## config.mk

```make
export PLATFORM = sky130hd
export DESIGN_NAME = traffic_monitor
export DESIGN_NICKNAME = d
export VERILOG_FILES = /design/src/rtl/traffic_monitor.sv
export SDC_FILE = /design/constraint.sdc
export NUM_CORES = 1
export LEC_CHECK = 0
export ABC_AREA = 1
export BUFFER_PORTS_ARGS = -buffer_cell sky130_fd_sc_hd__buf_4
export CAP_MARGIN = 25
export CORE_MARGIN = 2
export CORE_UTILIZATION = 50
export CTS_CLUSTER_DIAMETER = 150
export DETAILED_ROUTE_END_ITERATION = 8
export PLACE_DENSITY = 0.7
export SLEW_MARGIN = 0
export SYNTH_ARGS = -nofsm -noshare
export SYNTH_HDL_FRONTEND = slang
export SYNTH_SLANG_ARGS = --single-unit
export TNS_END_PERCENT = 1
```

## constraint.sdc

```tcl
create_clock -name clock -period 5.1 [get_ports clock]
set_input_delay 0.255 -clock clock [delete_from_list [all_inputs] [get_ports clock]]
set_output_delay 0.255 -clock clock [all_outputs]
set_load 0.02 [all_outputs]
```

## src/rtl/traffic_monitor.sv

```systemverilog
// Watches the lamp drives of a traffic controller and flags the first
// sequencing, dwell or walk violation, counting legal RED->GREEN->YELLOW cycles.
module traffic_monitor #(
    parameter int MIN_RED    = 16,
    parameter int MAX_RED    = 256,
    parameter int MIN_GREEN  = 16,
    parameter int MAX_GREEN  = 256,
    parameter int MIN_YELLOW = 4,
    parameter int MAX_YELLOW = 64
) (
    input  logic        clock,
    input  logic        reset,
    input  logic        led2,
    input  logic        led3,
    input  logic        led4,
    input  logic        led5,
    output logic [1:0]  phase,
    output logic        fault,
    output logic [2:0]  fault_code,
    output logic [15:0] cycle_count,
    output logic        phase_done
);

    localparam logic [2:0] S_UNSYNC = 3'd0;
    localparam logic [2:0] S_RED    = 3'd1;
    localparam logic [2:0] S_GREEN  = 3'd2;
    localparam logic [2:0] S_YELLOW = 3'd3;
    localparam logic [2:0] S_FAULT  = 3'd4;

    logic        red_q, red_d, yel_q, yel_d, grn_q, grn_d, walk_q, walk_d;
    logic [2:0]  state_q, state_d;
    logic [1:0]  phase_q, phase_d;
    logic [8:0]  dwell_q, dwell_d;
    logic        first_q, first_d;
    logic        fault_q, fault_d;
    logic [2:0]  code_q, code_d;
    logic [15:0] count_q, count_d;
    logic        done_q, done_d;

    logic        lamp_ok;
    logic [1:0]  lamp, cur, nxt;
    logic [9:0]  min_lim, max_lim;
    logic        v_enc, v_walk, v_order, v_short, v_long;
    logic [2:0]  viol;

    always_comb begin
        red_d   = led2;
        yel_d   = led3;
        grn_d   = led4;
        walk_d  = led5;
        state_d = state_q;
        phase_d = phase_q;
        dwell_d = dwell_q;
        first_d = first_q;
        fault_d = fault_q;
        code_d  = code_q;
        count_d = count_q;
        done_d  = 1'b0;

        lamp_ok = (red_q ^ yel_q ^ grn_q) && !(red_q && yel_q && grn_q);
        lamp    = red_q ? 2'd1 : (grn_q ? 2'd2 : 2'd3);
        cur     = state_q[1:0];
        nxt     = (cur == 2'd3) ? 2'd1 : cur + 2'd1;

        min_lim = 10'(MIN_RED);
        max_lim = 10'(MAX_RED);
        case (state_q)
            S_GREEN: begin
                min_lim = 10'(MIN_GREEN);
                max_lim = 10'(MAX_GREEN);
            end
            S_YELLOW: begin
                min_lim = 10'(MIN_YELLOW);
                max_lim = 10'(MAX_YELLOW);
            end
            default: ;
        endcase

        // The RED entered on synchronisation may be a partial dwell.
        v_enc   = !lamp_ok;
        v_walk  = walk_q && (state_q != S_RED);
        v_order = lamp_ok && (lamp != cur) && (lamp != nxt);
        v_short = lamp_ok && (lamp == nxt)
                  && ({1'b0, dwell_q} < min_lim)
                  && !((state_q == S_RED) && first_q);
        v_long  = lamp_ok && (lamp == cur) && ({1'b0, dwell_q} == max_lim);

        if (v_enc)        viol = 3'd1;
        else if (v_walk)  viol = 3'd5;
        else if (v_order) viol = 3'd2;
        else if (v_short) viol = 3'd3;
        else if (v_long)  viol = 3'd4;
        else              viol = 3'd0;

        case (state_q)
            S_UNSYNC: begin
                if (lamp_ok && red_q) begin
                    state_d = S_RED;
                    phase_d = 2'd1;
                    dwell_d = 9'd1;
                    first_d = 1'b1;
                end
            end
            S_RED, S_GREEN, S_YELLOW: begin
                if (viol != 3'd0) begin
                    state_d = S_FAULT;
                    fault_d = 1'b1;
                    code_d  = viol;
                end else if (lamp == nxt) begin
                    state_d = {1'b0, nxt};
                    phase_d = nxt;
                    dwell_d = 9'd1;
                    first_d = 1'b0;
                    done_d  = 1'b1;
                    if (state_q == S_YELLOW && count_q != 16'hFFFF)
                        count_d = count_q + 16'd1;
                end else begin
                    dwell_d = dwell_q + 9'd1;
                end
            end
            default: ;
        endcase
    end

    always_ff @(posedge clock) begin
        if (reset) begin
            red_q   <= 1'b0;
            yel_q   <= 1'b0;
            grn_q   <= 1'b0;
            walk_q  <= 1'b0;
            state_q <= S_UNSYNC;
            phase_q <= 2'd0;
            dwell_q <= 9'd0;
            first_q <= 1'b0;
            fault_q <= 1'b0;
            code_q  <= 3'd0;
            count_q <= 16'd0;
            done_q  <= 1'b0;
        end else begin
            red_q   <= red_d;
            yel_q   <= yel_d;
            grn_q   <= grn_d;
            walk_q  <= walk_d;
            state_q <= state_d;
            phase_q <= phase_d;
            dwell_q <= dwell_d;
            first_q <= first_d;
            fault_q <= fault_d;
            code_q  <= code_d;
            count_q <= count_d;
            done_q  <= done_d;
        end
    end

    assign phase       = phase_q;
    assign fault       = fault_q;
    assign fault_code  = code_q;
    assign cycle_count = count_q;
    assign phase_done  = done_q;

endmodule

```

After elaboration in Yosys (flattened, before gate mapping):

Index checks and enable logic that the tools add are counted.

* bits in writable memories: 0
* bits in read-only memories: 0
* latch bits: 0
* memories kept: 0
* flip-flop bits (word level): 40
* logic and storage cells: 88

* $lt $le $gt $ge: 1
* $mul: 0
* eq/ne operators: 15
* add/sub/neg operators: 3
* bitwise operators: 4
* div/mod/pow operators: 0
* shifts and indexed selects: 0
* reduce and logical (&&, ||, !) cells: 26
* mux-type cells: 27

Operator list (count)
* $mux 9: 4
* $mux 3: 8
* $pmux 9 s2: 1
* $add 16x1->16 const B: 1
* $ne 16x16->1 const B: 1
* $logic_and 1x1->1: 14
* $eq 9x10->1: 1
* $lt 9x10->1: 1
* $mux 2: 5
* $add 9x1->9 const B: 1
* $reduce_and 4->1: 2
* $eq 3x2->1 const B: 2
* $ne 2x2->1 const B: 3
* $pmux 3 s2: 1
* $reduce_and 3->1: 2
* $reduce_or 3->1: 2
* $mux 1: 5
* $mux 5: 1
* $eq 2x2->1: 2
* $ne 2x2->1: 2
* $pmux 2 s2: 1
* $eq 3x1->1 const B: 1
* $logic_not 3->1: 1
* $ne 3x1->1 const B: 1
* other kinds (10): 13

Depth between registers and ports, before layout:

Gate-level depths: netlist of the first run.

* word-level depth: 14
* depth in mapped cells: 16
* mapped depth without buffers: 16

Worst setup path before layout of the first run:

OpenSTA, ideal clock, no wires.

* kind: flip-flop to flip-flop
* start: register state_q[0]
* end: register code_q[0], in the netlist fault_code[0]
* stages on the path, launching flop included: 15
* arrival: 1909 ps
* setup time: 116 ps
* setup slack: 3076 ps
* buffers on the path: 1
* path through: dfxtp_1 inv_1 ha_1 inv_1 nand2_1 nand2_1 inv_1 nor2_4 nand3_2 nand2_2 nor2_4 nand2_4 nand2_4 buf_4 a31o_1

* longest elaborated chain between the ends: 12

RTL lines
* from (decl): line 31 `logic [2:0] state_q, state_d;`
* from (signal assigned): line 144 `state_q <= state_d;`
* branches (longest 12 deep; another with $lt 9x10->1)
* to (signal assigned): line 149 `code_q <= code_d;`
* to (decl): line 36 `logic [2:0] code_q, code_d;`

Parallel ways; which one is timed is not known.
A chain may end at the register's enable or synchronous reset.

Worst setup path in the final report of the first run:

* start: register state_q[1]
* end: register first_q

* longest elaborated chain between the ends: 13

RTL lines
* branches (longest 13 deep; another with $lt 9x10->1)
* to (signal assigned): line 147 `first_q <= first_d;`
* to (decl): line 34 `logic first_q, first_d;`

Parallel ways; which one is timed is not known.

==> results of run 1 <==
[sequential cells by signal, indices dropped and copies added, names as in the netlist]
signal       flops
cycle_count     16
dwell_q          9
fault            1
fault_code       3
first_q          1
grn_q            1
phase            2
phase_done       1
red_q            1
state_q          3
walk_q           1
yel_q            1
[where the power goes]
part           leakage, nW  switching, mW  internal (mW)
sequential           0.324        0.00622          0.319
combinational        0.760         0.0582         0.0269
clock               0.0541          0.117          0.145
[cells by family (layout without fill, tap and decap cells)]
family | count (synthesis) | after routing | share of synthesized area
AOI/OAI and AO/OA | 41 | 41 | 0.0991
xor gates and xnor gates | 13 | 13 | 0.0477
adders and majority gates | 9 | 9 | 0.0472
buffers and inverters | 56 | 84 | 0.0996
DFF | 40 | 40 | 0.336
and+or+nand+nor | 191 | 191 | 0.371
[layout make-up]
type | count | area [um^2]
fillers | 465 | 1940
multi-input cells | 254 | 1350
flip-flops and latches | 40 | 801
repair buffers | 29 | 215
inverters | 47 | 181
clock buffers | 5 | 68.8
well taps | 54 | 67.6
clock inverters | 3 | 42.5
[worst paths after layout]
path / startpoint / to / slack (ps)
setup / recovery: state_q[1]$_SDFFE_PP0P_ / first_q$_SDFFE_PP0P_ / 2610
hold / removal: led4 / grn_q$_SDFF_PP0_ / 150
setup reg to reg: state_q[1]$_SDFFE_PP0P_ / first_q$_SDFFE_PP0P_ / 2610
hold reg to reg: fault_code[1]$_SDFFE_PP0P_ / fault_code[1]$_SDFFE_PP0P_ / 480
[routing by layer]
layer / GRT usage / wire, um / vias up
met5: 0 / 0 / -
met4: 0.0741 / 95 / 0
met3: 0.0511 / 202 / 10
met2: 0.368 / 2590 / 48
met1: 0.281 / 2430 / 1030
li1: - / - / 1182
[worst max-delay path: stages (launching register included)]
cell and delay (ps):
sky130_fd_sc_hd__dfxtp_1 360, sky130_fd_sc_hd__inv_1 130, sky130_fd_sc_hd__ha_1 210, sky130_fd_sc_hd__o31ai_1 140
sky130_fd_sc_hd__buf_2 200, sky130_fd_sc_hd__o21ai_1 790, sky130_fd_sc_hd__nand3_1 320, sky130_fd_sc_hd__nand3_1 140
sky130_fd_sc_hd__o21ai_0 90
[placed cells by master (no fill, tap or decap), types with 2 or more instances in the layout]
| cell type | synthesis | layout |
|---|---|---|
| sky130_fd_sc_hd__buf_4 | 1 | 28 |
| sky130_fd_sc_hd__xnor2_1 | 6 | 6 |
| sky130_fd_sc_hd__inv_2 | 3 | 3 |
| sky130_fd_sc_hd__nand3_2 | 3 | 3 |
| sky130_fd_sc_hd__inv_1 | 42 | 42 |
| sky130_fd_sc_hd__xor2_1 | 7 | 7 |
| sky130_fd_sc_hd__nor2_1 | 40 | 40 |
| sky130_fd_sc_hd__nand2_4 | 2 | 2 |
| sky130_fd_sc_hd__nand4_1 | 7 | 7 |
| sky130_fd_sc_hd__nand2_1 | 82 | 82 |
| sky130_fd_sc_hd__nand2_2 | 4 | 4 |
| sky130_fd_sc_hd__clkbuf_8 | 0 | 5 |
| sky130_fd_sc_hd__a21oi_1 | 26 | 26 |
| sky130_fd_sc_hd__nor4_1 | 4 | 4 |
| sky130_fd_sc_hd__a21oi_2 | 4 | 4 |
| sky130_fd_sc_hd__nand3_1 | 34 | 34 |
| sky130_fd_sc_hd__o31ai_1 | 2 | 2 |
| sky130_fd_sc_hd__ha_1 | 9 | 9 |
| sky130_fd_sc_hd__nor2_4 | 2 | 2 |
| sky130_fd_sc_hd__dfxtp_1 | 40 | 40 |
| sky130_fd_sc_hd__o21ai_0 | 6 | 6 |
| sky130_fd_sc_hd__nor3_1 | 10 | 10 |
==> metrics.log, run 1 <==
[metrics] result of the run: finished, final reports clean
[metrics] maximum number of pins on one net before global-route repair: 33
[metrics] first-pass GRT wire length: 9240 um
[metrics] antenna violations before repair: 0
[metrics] total negative slack for setup checks: 0 ps
[metrics] placed wire-length estimate: 3970 um
[metrics] clock buffer count from CTS: 5
[metrics] post-detailed-route count of antenna-violating nets: 0
[metrics] clock tree buffer depth: 2
[metrics] largest cells by area after synthesis: sky130_fd_sc_hd__dfxtp_1 (34%), sky130_fd_sc_hd__nand2_1 (13%), sky130_fd_sc_hd__nand3_1 (7.1%), sky130_fd_sc_hd__inv_1 (6.6%), sky130_fd_sc_hd__nor2_1 (6.3%)
[metrics] YS warnings: 0
[metrics] Non-Filler Cell Area, Final: 2720 um^2
[metrics] FFs w/ async S/R, synth: 0
[metrics] number of flops mapped to enable cells by yosys: 0
[metrics] Mapped Cells: 350
[metrics] placed cells: 424
[metrics] gp weighted congestion: 0.920
[metrics] count of distinct cell types in the synthesized netlist: 33
[metrics] total global-route track usage: 0.221
[metrics] CTS tree: yes
[metrics] clock transition time at the flip-flop clock pins of the worst setup and hold paths: 80 ps
[metrics] clock period minus final worst setup slack: 2490 ps
[metrics] period utilization: 0.488
[metrics] IR drop worst, VDD: 159 uV
[metrics] ant diodes: 0
[metrics] Crit path arrival time: 2680 ps
[metrics] sequential area share after synthesis: 0.336
[metrics] number of hold violations in the final report: 0
[metrics] area added between synthesis and finish: 14.2%
[metrics] max-slew headroom at the worst pin: 0.326
[metrics] highest attainable clock frequency: 0.402 GHz
[metrics] leakage power figure: 1.14 nW
[metrics] share of Yosys cell area claimed by the top area cell type: 0.336
[metrics] Hold-fix buffers, CTS: 0
[metrics] die outline area: 5340 um^2
[metrics] number of top-level pins: 29
[metrics] count of nets after finishing: 392
[metrics] slew at the pin with the worst max-slew slack: 1000 ps
[metrics] depth of the worst register-to-register path: 8
[metrics] deepest level of the CTS H-tree: 2
[metrics] Vias per Instance: 5.25
[metrics] most frequently used flop master after synthesis: sky130_fd_sc_hd__dfxtp_1
[metrics] post-place instance area: 2610 um^2
[metrics] setup ws final: 2610 ps
[metrics] Post-CTS Setup Bufs: 0
[metrics] clk_skew: 8.55 ps
[metrics] max-cap violations: 0
[metrics] count of unresolved DRC violations after routing: 0
[metrics] worst setup path category: reg2reg
[metrics] worst hold stages: 3
[metrics] Routed WL per cell: 12.3 um
[metrics] Yosys top cell by area: sky130_fd_sc_hd__dfxtp_1
[metrics] die width: 73.1 um
[metrics] number of sinks on the clock net: 40
[metrics] synthesis-stage register bit count: 40
[metrics] Util after Layout: 0.584
[metrics] Cell Pwr Density: 247 nW/um^2
[metrics] top cells by count, synth: sky130_fd_sc_hd__nand2_1 (82), sky130_fd_sc_hd__inv_1 (42), sky130_fd_sc_hd__dfxtp_1 (40), sky130_fd_sc_hd__nor2_1 (40), sky130_fd_sc_hd__nand3_1 (34)
[metrics] worst slack at placement: 2700 ps
[metrics] Routed Wire Length: 5310 um
[metrics] worst hold slack: 148 ps
[metrics] site row count: 25
[metrics] total of buffers placed on input and output ports: 28
[metrics] cell with the most instances after synthesis: sky130_fd_sc_hd__nand2_1
[metrics] CP required: 5290 ps
[metrics] overall power of the completed layout: 0.672 mW
[metrics] post-synthesis instance area: 2390 um^2
[metrics] number of design-rule violations left by the first detailed-router iteration: 110
[metrics] global route total overflow: 0
[metrics] count of endpoints failing setup in the final report: 0
[metrics] fraction of final layout cells with drive strength greater than 1: 0.156
[metrics] Die Height: 73.1 um
[metrics] Post-Syn Area per Cell: 6.82 um^2
[metrics] type of the most critical hold path: in2reg
[metrics] number of pins exceeding their max-slew limit in the final report: 0
[metrics] fin cells: 432
[metrics] crit end category: flop
[metrics] crit-path max FO: 15
[metrics] vias in the first global route: 2083
[metrics] Core Box Area: 4660 um^2
[metrics] effective utilization at floorplan: 0.512
[metrics] source-to-sink clock delay at the later pin of the worst-skew pair: 300 ps
[metrics] post-synthesis net count: 365
[metrics] Worst Setup Start Kind: flop
[metrics] vias after detailed routing: 2270
[metrics] CTS root buf: sky130_fd_sc_hd__clkbuf_8
[metrics] RSZ-0062 raised after global routing: false
[metrics] number of resized instances in the post-cts repair step: 0
[metrics] Pre-antenna DRT Iters: 4
Power figures use the tool's default switching activity.
==> run 2, diff against run 1 <==
==> constraint.sdc (replaced) <==
create_clock -name clock -period 2.4 [get_ports clock]
set_input_delay 0.12 -clock clock [delete_from_list [all_inputs] [get_ports clock]]
set_output_delay 0.12 -clock clock [all_outputs]
set_load 0.02 [all_outputs]
==> metrics.log, run 2 (same netlist as run 1, synthesis figures left out) <==
[metrics] number of hold violations in the final report: 0
[metrics] Vias per Instance: 5.16
[metrics] die width: 73.1 um
[metrics] gp weighted congestion: 0.927
[metrics] max-cap violations: 0
[metrics] Worst Setup Start Kind: flop
[metrics] global route total overflow: 0
[metrics] number of sinks on the clock net: 40
[metrics] total global-route track usage: 0.219
[metrics] reg-to-reg critical path endpoint: fault_code[1]$_SDFFE_PP0P_
[metrics] area added between synthesis and finish: 16.3%
[metrics] slew at the pin with the worst max-slew slack: 575 ps
[metrics] period utilization: 0.907
[metrics] Crit path arrival time: 2400 ps
[metrics] Largest register FFs: 16
[metrics] Hold-fix buffers, CTS: 0
[metrics] placed cells: 429
[metrics] CP required: 2620 ps
[metrics] overall power of the completed layout: 1.43 mW
[metrics] Die Height: 73.1 um
[metrics] deepest level of the CTS H-tree: 2
[metrics] vias after detailed routing: 2256
[metrics] site row count: 25
[metrics] clock tree buffer depth: 2
[metrics] antenna violations before repair: 0
[metrics] clock period minus final worst setup slack: 2180 ps
[metrics] end of the critical path: fault_code[1]$_SDFFE_PP0P_
[metrics] highest attainable clock frequency: 0.459 GHz
[metrics] fraction of final layout cells with drive strength greater than 1: 0.175
[metrics] placed wire-length estimate: 3890 um
[metrics] Routed WL per cell: 12.2 um
[metrics] count of unresolved DRC violations after routing: 0
[metrics] Cell Pwr Density: 515 nW/um^2
[metrics] fin cells: 437
[metrics] count of endpoints failing setup in the final report: 0
[metrics] source-to-sink clock delay at the later pin of the worst-skew pair: 290 ps
[metrics] post-place instance area: 2650 um^2
[metrics] effective utilization at floorplan: 0.512
[metrics] maximum number of pins on one net before global-route repair: 33
[metrics] most used cells in the layout excluding fill and tap cells: sky130_fd_sc_hd__nand2_1 (82), sky130_fd_sc_hd__inv_1 (42), sky130_fd_sc_hd__nor2_1 (39)
[metrics] first-pass GRT wire length: 9250 um
[metrics] leakage power figure: 1.17 nW
[metrics] clock buffer count from CTS: 5
[metrics] ant diodes: 0
[metrics] Worst setup startpoint: state_q[0]$_SDFFE_PP0P_
[metrics] Non-Filler Cell Area, Final: 2780 um^2
[metrics] clk_skew: 5.45 ps
[metrics] Reg-to-Reg Start: state_q[0]$_SDFFE_PP0P_
[metrics] worst setup path category: reg2reg
[metrics] number of pins exceeding their max-slew limit in the final report: 0
[metrics] clock transition time at the flip-flop clock pins of the worst setup and hold paths: 80 ps
[metrics] CTS root buf: sky130_fd_sc_hd__clkbuf_8
[metrics] post-detailed-route count of antenna-violating nets: 0
[metrics] Util after Layout: 0.595
[metrics] vias in the first global route: 2103
[metrics] Fill cells: 438
[metrics] most frequent standard cell in the layout excluding fill and tap cells: sky130_fd_sc_hd__nand2_1
[metrics] Post-CTS Setup Bufs: 0
[metrics] max-slew headroom at the worst pin: 0.614
[metrics] total of buffers placed on input and output ports: 28
[metrics] depth of the worst register-to-register path: 15
[metrics] Core Box Area: 4660 um^2
[metrics] Routed Wire Length: 5350 um
[metrics] crit end category: flop
[metrics] crit-path max FO: 17
[metrics] count of nets after finishing: 397
[metrics] RSZ-0062 raised after global routing: false
[metrics] number of top-level pins: 29
[metrics] Pre-antenna DRT Iters: 4
[metrics] number of design-rule violations left by the first detailed-router iteration: 153
[metrics] total negative slack for setup checks: 0 ps
[metrics] result of the run: finished, final reports clean
[metrics] flop2flop setup slack: 220 ps
[metrics] type of the most critical hold path: in2reg
[metrics] CTS tree: yes
[metrics] IR drop worst, VDD: 301 uV
[metrics] die outline area: 5340 um^2
-- run 2: timing repair --
item	CTS	global route
resized for setup	0	6
setup endpoints to repair	0	31
hold endpoints to repair	0	0
-- run 2: worst max-delay path: stages, from the launching register on --
cell and delay [ps]:
sky130_fd_sc_hd__dfxtp_2 390, sky130_fd_sc_hd__inv_1 90, sky130_fd_sc_hd__ha_1 300, sky130_fd_sc_hd__inv_1 70, sky130_fd_sc_hd__nand2_1 50, sky130_fd_sc_hd__nand2_1 80, sky130_fd_sc_hd__inv_1 70, sky130_fd_sc_hd__nor2_4 190
sky130_fd_sc_hd__nand3_2 120, sky130_fd_sc_hd__nand2_2 100, sky130_fd_sc_hd__nor2_4 50, sky130_fd_sc_hd__nand2_4 100, sky130_fd_sc_hd__nand2_4 150, sky130_fd_sc_hd__inv_1 160, sky130_fd_sc_hd__nand3_1 80, sky130_fd_sc_hd__a21oi_1 120
-- run 2: metal layers --
metal | global-route usage | routed length [um] | vias to the layer above
met4 | 0.0885 | 95 | 0
met5 | 0 | 0 | -
met2 | 0.374 | 2570 | 64
li1 | - | - | 1190
met1 | 0.271 | 2420 | 994
met3 | 0.0387 | 257 | 8
-- run 2: cell type report --
type	count	area, um^2	share of cell area
Timing Repair Buffer	34	255	0.0920
Multi-Input combinational cell	254	1360	0.490
Sequential cell	40	803	0.289
Inverter	47	181	0.0654
Clock buffer	6	72.6	0.0261
Tap cell	54	67.6	0.0243
Clock inverter	2	35.0	0.0126
-- run 2: how the worst min path moves through the flow --
stage / from / to / cells past startpoint
finish: led3 / yel_q$_SDFF_PP0_ / 3
floorplan: reset / cycle_count[7]$_SDFFE_PP0P_ / 1
CTS: led3 / yel_q$_SDFF_PP0_ / 3
detailed placement: led3 / yel_q$_SDFF_PP0_ / 3
global placement: led5 / walk_q$_SDFF_PP0_ / 3
global route: led2 / red_q$_SDFF_PP0_ / 3
-- run 2: metrics by stage --
step                      hold slack, ps  setup slack, ps
after global routing                23.1             35.4
final                               28.8              222
after detailed placement             326              115
after CTS                           20.0             97.5
after floorplan                      189              376
after global placement               319              223
-- run 2: power by group --
part	switching [mW]	internal, mW	leakage (nW)
combinational	0.130	0.0666	0.790
sequential	0.0115	0.679	0.325
clock	0.233	0.309	0.0552
total	0.375	1.05	1.17
==> run 3, diff against run 2 <==
--- a/config.mk
+++ b/config.mk
@@ -8,7 +8,6 @@
 export ABC_AREA = 1
 export BUFFER_PORTS_ARGS = -buffer_cell sky130_fd_sc_hd__buf_4
 export CAP_MARGIN = 25
-export CORE_MARGIN = 2
 export CORE_UTILIZATION = 50
 export CTS_CLUSTER_DIAMETER = 150
 export DETAILED_ROUTE_END_ITERATION = 8
==> constraint.sdc (replaced) <==
create_clock -name clock -period 2.4 [get_ports clock]
set_input_delay 0.72 -clock clock [delete_from_list [all_inputs] [get_ports clock]]
set_output_delay 0.72 -clock clock [all_outputs]
set_load 0.02 [all_outputs]
==> metrics.log, run 3 (same netlist as run 1, synthesis figures left out) <==
[metrics] vias in the first global route: 2245
[metrics] placed wire-length estimate: 4240 um
[metrics] Cell Pwr Density: 512 nW/um^2
[metrics] clk_skew: 7.73 ps
[metrics] Hold-fix buffers, CTS: 0
[metrics] Reg-to-Reg Start: state_q[1]$_SDFFE_PP0P_
[metrics] Crit path arrival time: 2440 ps
[metrics] met3 wire length: 224 um
[metrics] clock transition time at the flip-flop clock pins of the worst setup and hold paths: 80 ps
[metrics] clock tree buffer depth: 2
[metrics] maximum number of pins on one net before global-route repair: 32
[metrics] effective utilization at floorplan: 0.533
[metrics] first-pass GRT wire length: 10100 um
[metrics] Multi-input gate area: 1370 um^2
[metrics] die outline area: 5050 um^2
[metrics] vias after detailed routing: 2308
[metrics] source-to-sink clock delay at the later pin of the worst-skew pair: 290 ps
[metrics] Largest register FFs: 16
[metrics] number of top-level pins: 29
[metrics] antenna violations before repair: 0
[metrics] Non-Filler Cell Area, Final: 2800 um^2
[metrics] site row count: 24
[metrics] leakage power figure: 1.18 nW
[metrics] number of pins exceeding their max-slew limit in the final report: 0
[metrics] most used cells in the layout excluding fill and tap cells: sky130_fd_sc_hd__nand2_1 (82), sky130_fd_sc_hd__inv_1 (42), sky130_fd_sc_hd__nor2_1 (39)
[metrics] total negative slack for setup checks: 0 ps
[metrics] worst hold slack: 484 ps
[metrics] crit end category: flop
[metrics] area added between synthesis and finish: 17.4%
[metrics] worst hold stages: 2
[metrics] post-detailed-route count of antenna-violating nets: 0
[metrics] Routed WL per cell: 13.4 um
[metrics] RSZ-0062 raised after global routing: false
[metrics] die width: 71.1 um
[metrics] worst hold endpoint: fault_code[1]$_SDFFE_PP0P_
[metrics] number of design-rule violations left by the first detailed-router iteration: 225
[metrics] sequential cell area in the final layout: 803 um^2
[metrics] gp weighted congestion: 0.919
[metrics] depth of the worst register-to-register path: 13
[metrics] global route total overflow: 0
[metrics] most frequent standard cell in the layout excluding fill and tap cells: sky130_fd_sc_hd__nand2_1
[metrics] post-place instance area: 2640 um^2
[metrics] Metal-1 WL: 2670 um
[metrics] CTS root buf: sky130_fd_sc_hd__clkbuf_8
[metrics] Fill cells: 407
[metrics] number of hold violations in the final report: 0
[metrics] IR drop worst, VDD: 320 uV
[metrics] number of sinks on the clock net: 40
[metrics] CTS tree: yes
[metrics] period utilization: 0.925
[metrics] total global-route track usage: 0.251
[metrics] uppermost metal layer occupied by signal nets: met4
[metrics] worst setup path category: reg2reg
[metrics] clock buffer count from CTS: 5
[metrics] total of buffers placed on input and output ports: 28
[metrics] Core Box Area: 4470 um^2
[metrics] highest attainable clock frequency: 0.451 GHz
[metrics] crit-path max FO: 11
[metrics] routed wl met2: 2880 um
[metrics] max-cap violations: 0
[metrics] type of the most critical hold path: reg2reg
[metrics] Die Height: 71.1 um
[metrics] Worst Setup Start Kind: flop
[metrics] count of nets after finishing: 398
[metrics] flop2flop setup slack: 180 ps
[metrics] result of the run: finished, final reports clean
[metrics] count of unresolved DRC violations after routing: 0
[metrics] slew at the pin with the worst max-slew slack: 484 ps
[metrics] ant diodes: 0
[metrics] count of endpoints failing setup in the final report: 0
[metrics] Routed Wire Length: 5860 um
[metrics] fraction of final layout cells with drive strength greater than 1: 0.182
[metrics] deepest level of the CTS H-tree: 2
[metrics] Pre-antenna DRT Iters: 4
[metrics] Util after Layout: 0.626
[metrics] Worst Min Path Start: fault_code[1]$_SDFFE_PP0P_
[metrics] clock period minus final worst setup slack: 2220 ps
[metrics] Vias per Instance: 5.29
[metrics] reg-to-reg critical path endpoint: cycle_count[13]$_SDFFE_PP0P_
[metrics] CP required: 2620 ps
[metrics] max-slew headroom at the worst pin: 0.674
## run 3: power breakdown
| group | internal, mW | switching [mW] | leakage [nW] | total [mW] |
|---|---|---|---|---|
| combinational | 0.0648 | 0.132 | 0.802 | 0.196 |
| sequential | 0.679 | 0.0140 | 0.325 | 0.693 |
| clock | 0.309 | 0.237 | 0.0552 | 0.545 |
| total | 1.05 | 0.382 | 1.18 | 1.43 |
## run 3: area by class of cell
class                      count  share of cell area
clock buffer                   6              0.0259
tap                           52              0.0232
timing repair buffer          35              0.0983
inverter                      47              0.0648
multi-input combinational    254               0.489
sequential                    40               0.287
clock inverter                 2              0.0125
## run 3: how the worst max path moves through the flow
stage                                               to  slack, ps               startpoint
after floorplan             fault_code[0]$_SDFFE_PP0P_        380  state_q[0]$_SDFFE_PP0P_
after global placement      fault_code[1]$_SDFFE_PP0P_        150  state_q[0]$_SDFFE_PP0P_
after detailed placement       dwell_q[1]$_SDFFE_PP0P_         80  state_q[0]$_SDFFE_PP0P_
after CTS                      dwell_q[1]$_SDFFE_PP0P_         50  state_q[0]$_SDFFE_PP0P_
after global routing           state_q[2]$_SDFFE_PP0P_         10  state_q[0]$_SDFFE_PP0P_
final                     cycle_count[13]$_SDFFE_PP0P_        180  state_q[1]$_SDFFE_PP0P_
## run 3: repair_timing
item / in CTS / in global routing
gates resized for setup: 0 / 7
setup endpoints to repair: 0 / 31
setup buffers: 0 / 3
## run 3: through the flow
stage	worst slack [ps]	instances	power [mW]
4_1_cts	46.8	433	1.44
3_5_place_dp	82.0	425	0.897
5_1_grt	13.0	436	1.51
6_report	181	436	1.43
3_3_place_gp	155	425	0.893
2_1_floorplan	376	350	0.842
## run 3: layer usage
metal,GRT usage,up-vias
li1,-,1193
met1,0.310,1051
met2,0.452,54
met3,0.0370,10
met4,0.0733,0
met5,0,-
## run 3: worst max-delay path, stage by stage, from the launching register on
cell and delay, ps:
sky130_fd_sc_hd__dfxtp_2 350, sky130_fd_sc_hd__inv_1 130, sky130_fd_sc_hd__ha_1 240, sky130_fd_sc_hd__inv_1 50, sky130_fd_sc_hd__o21ai_0 240, sky130_fd_sc_hd__inv_1 90
sky130_fd_sc_hd__nor2_2 160, sky130_fd_sc_hd__inv_2 60, sky130_fd_sc_hd__nor2_4 130, sky130_fd_sc_hd__nand2_4 90, sky130_fd_sc_hd__nor2_8 240, sky130_fd_sc_hd__buf_4 170
sky130_fd_sc_hd__nand2_1 50, sky130_fd_sc_hd__a21oi_1 140
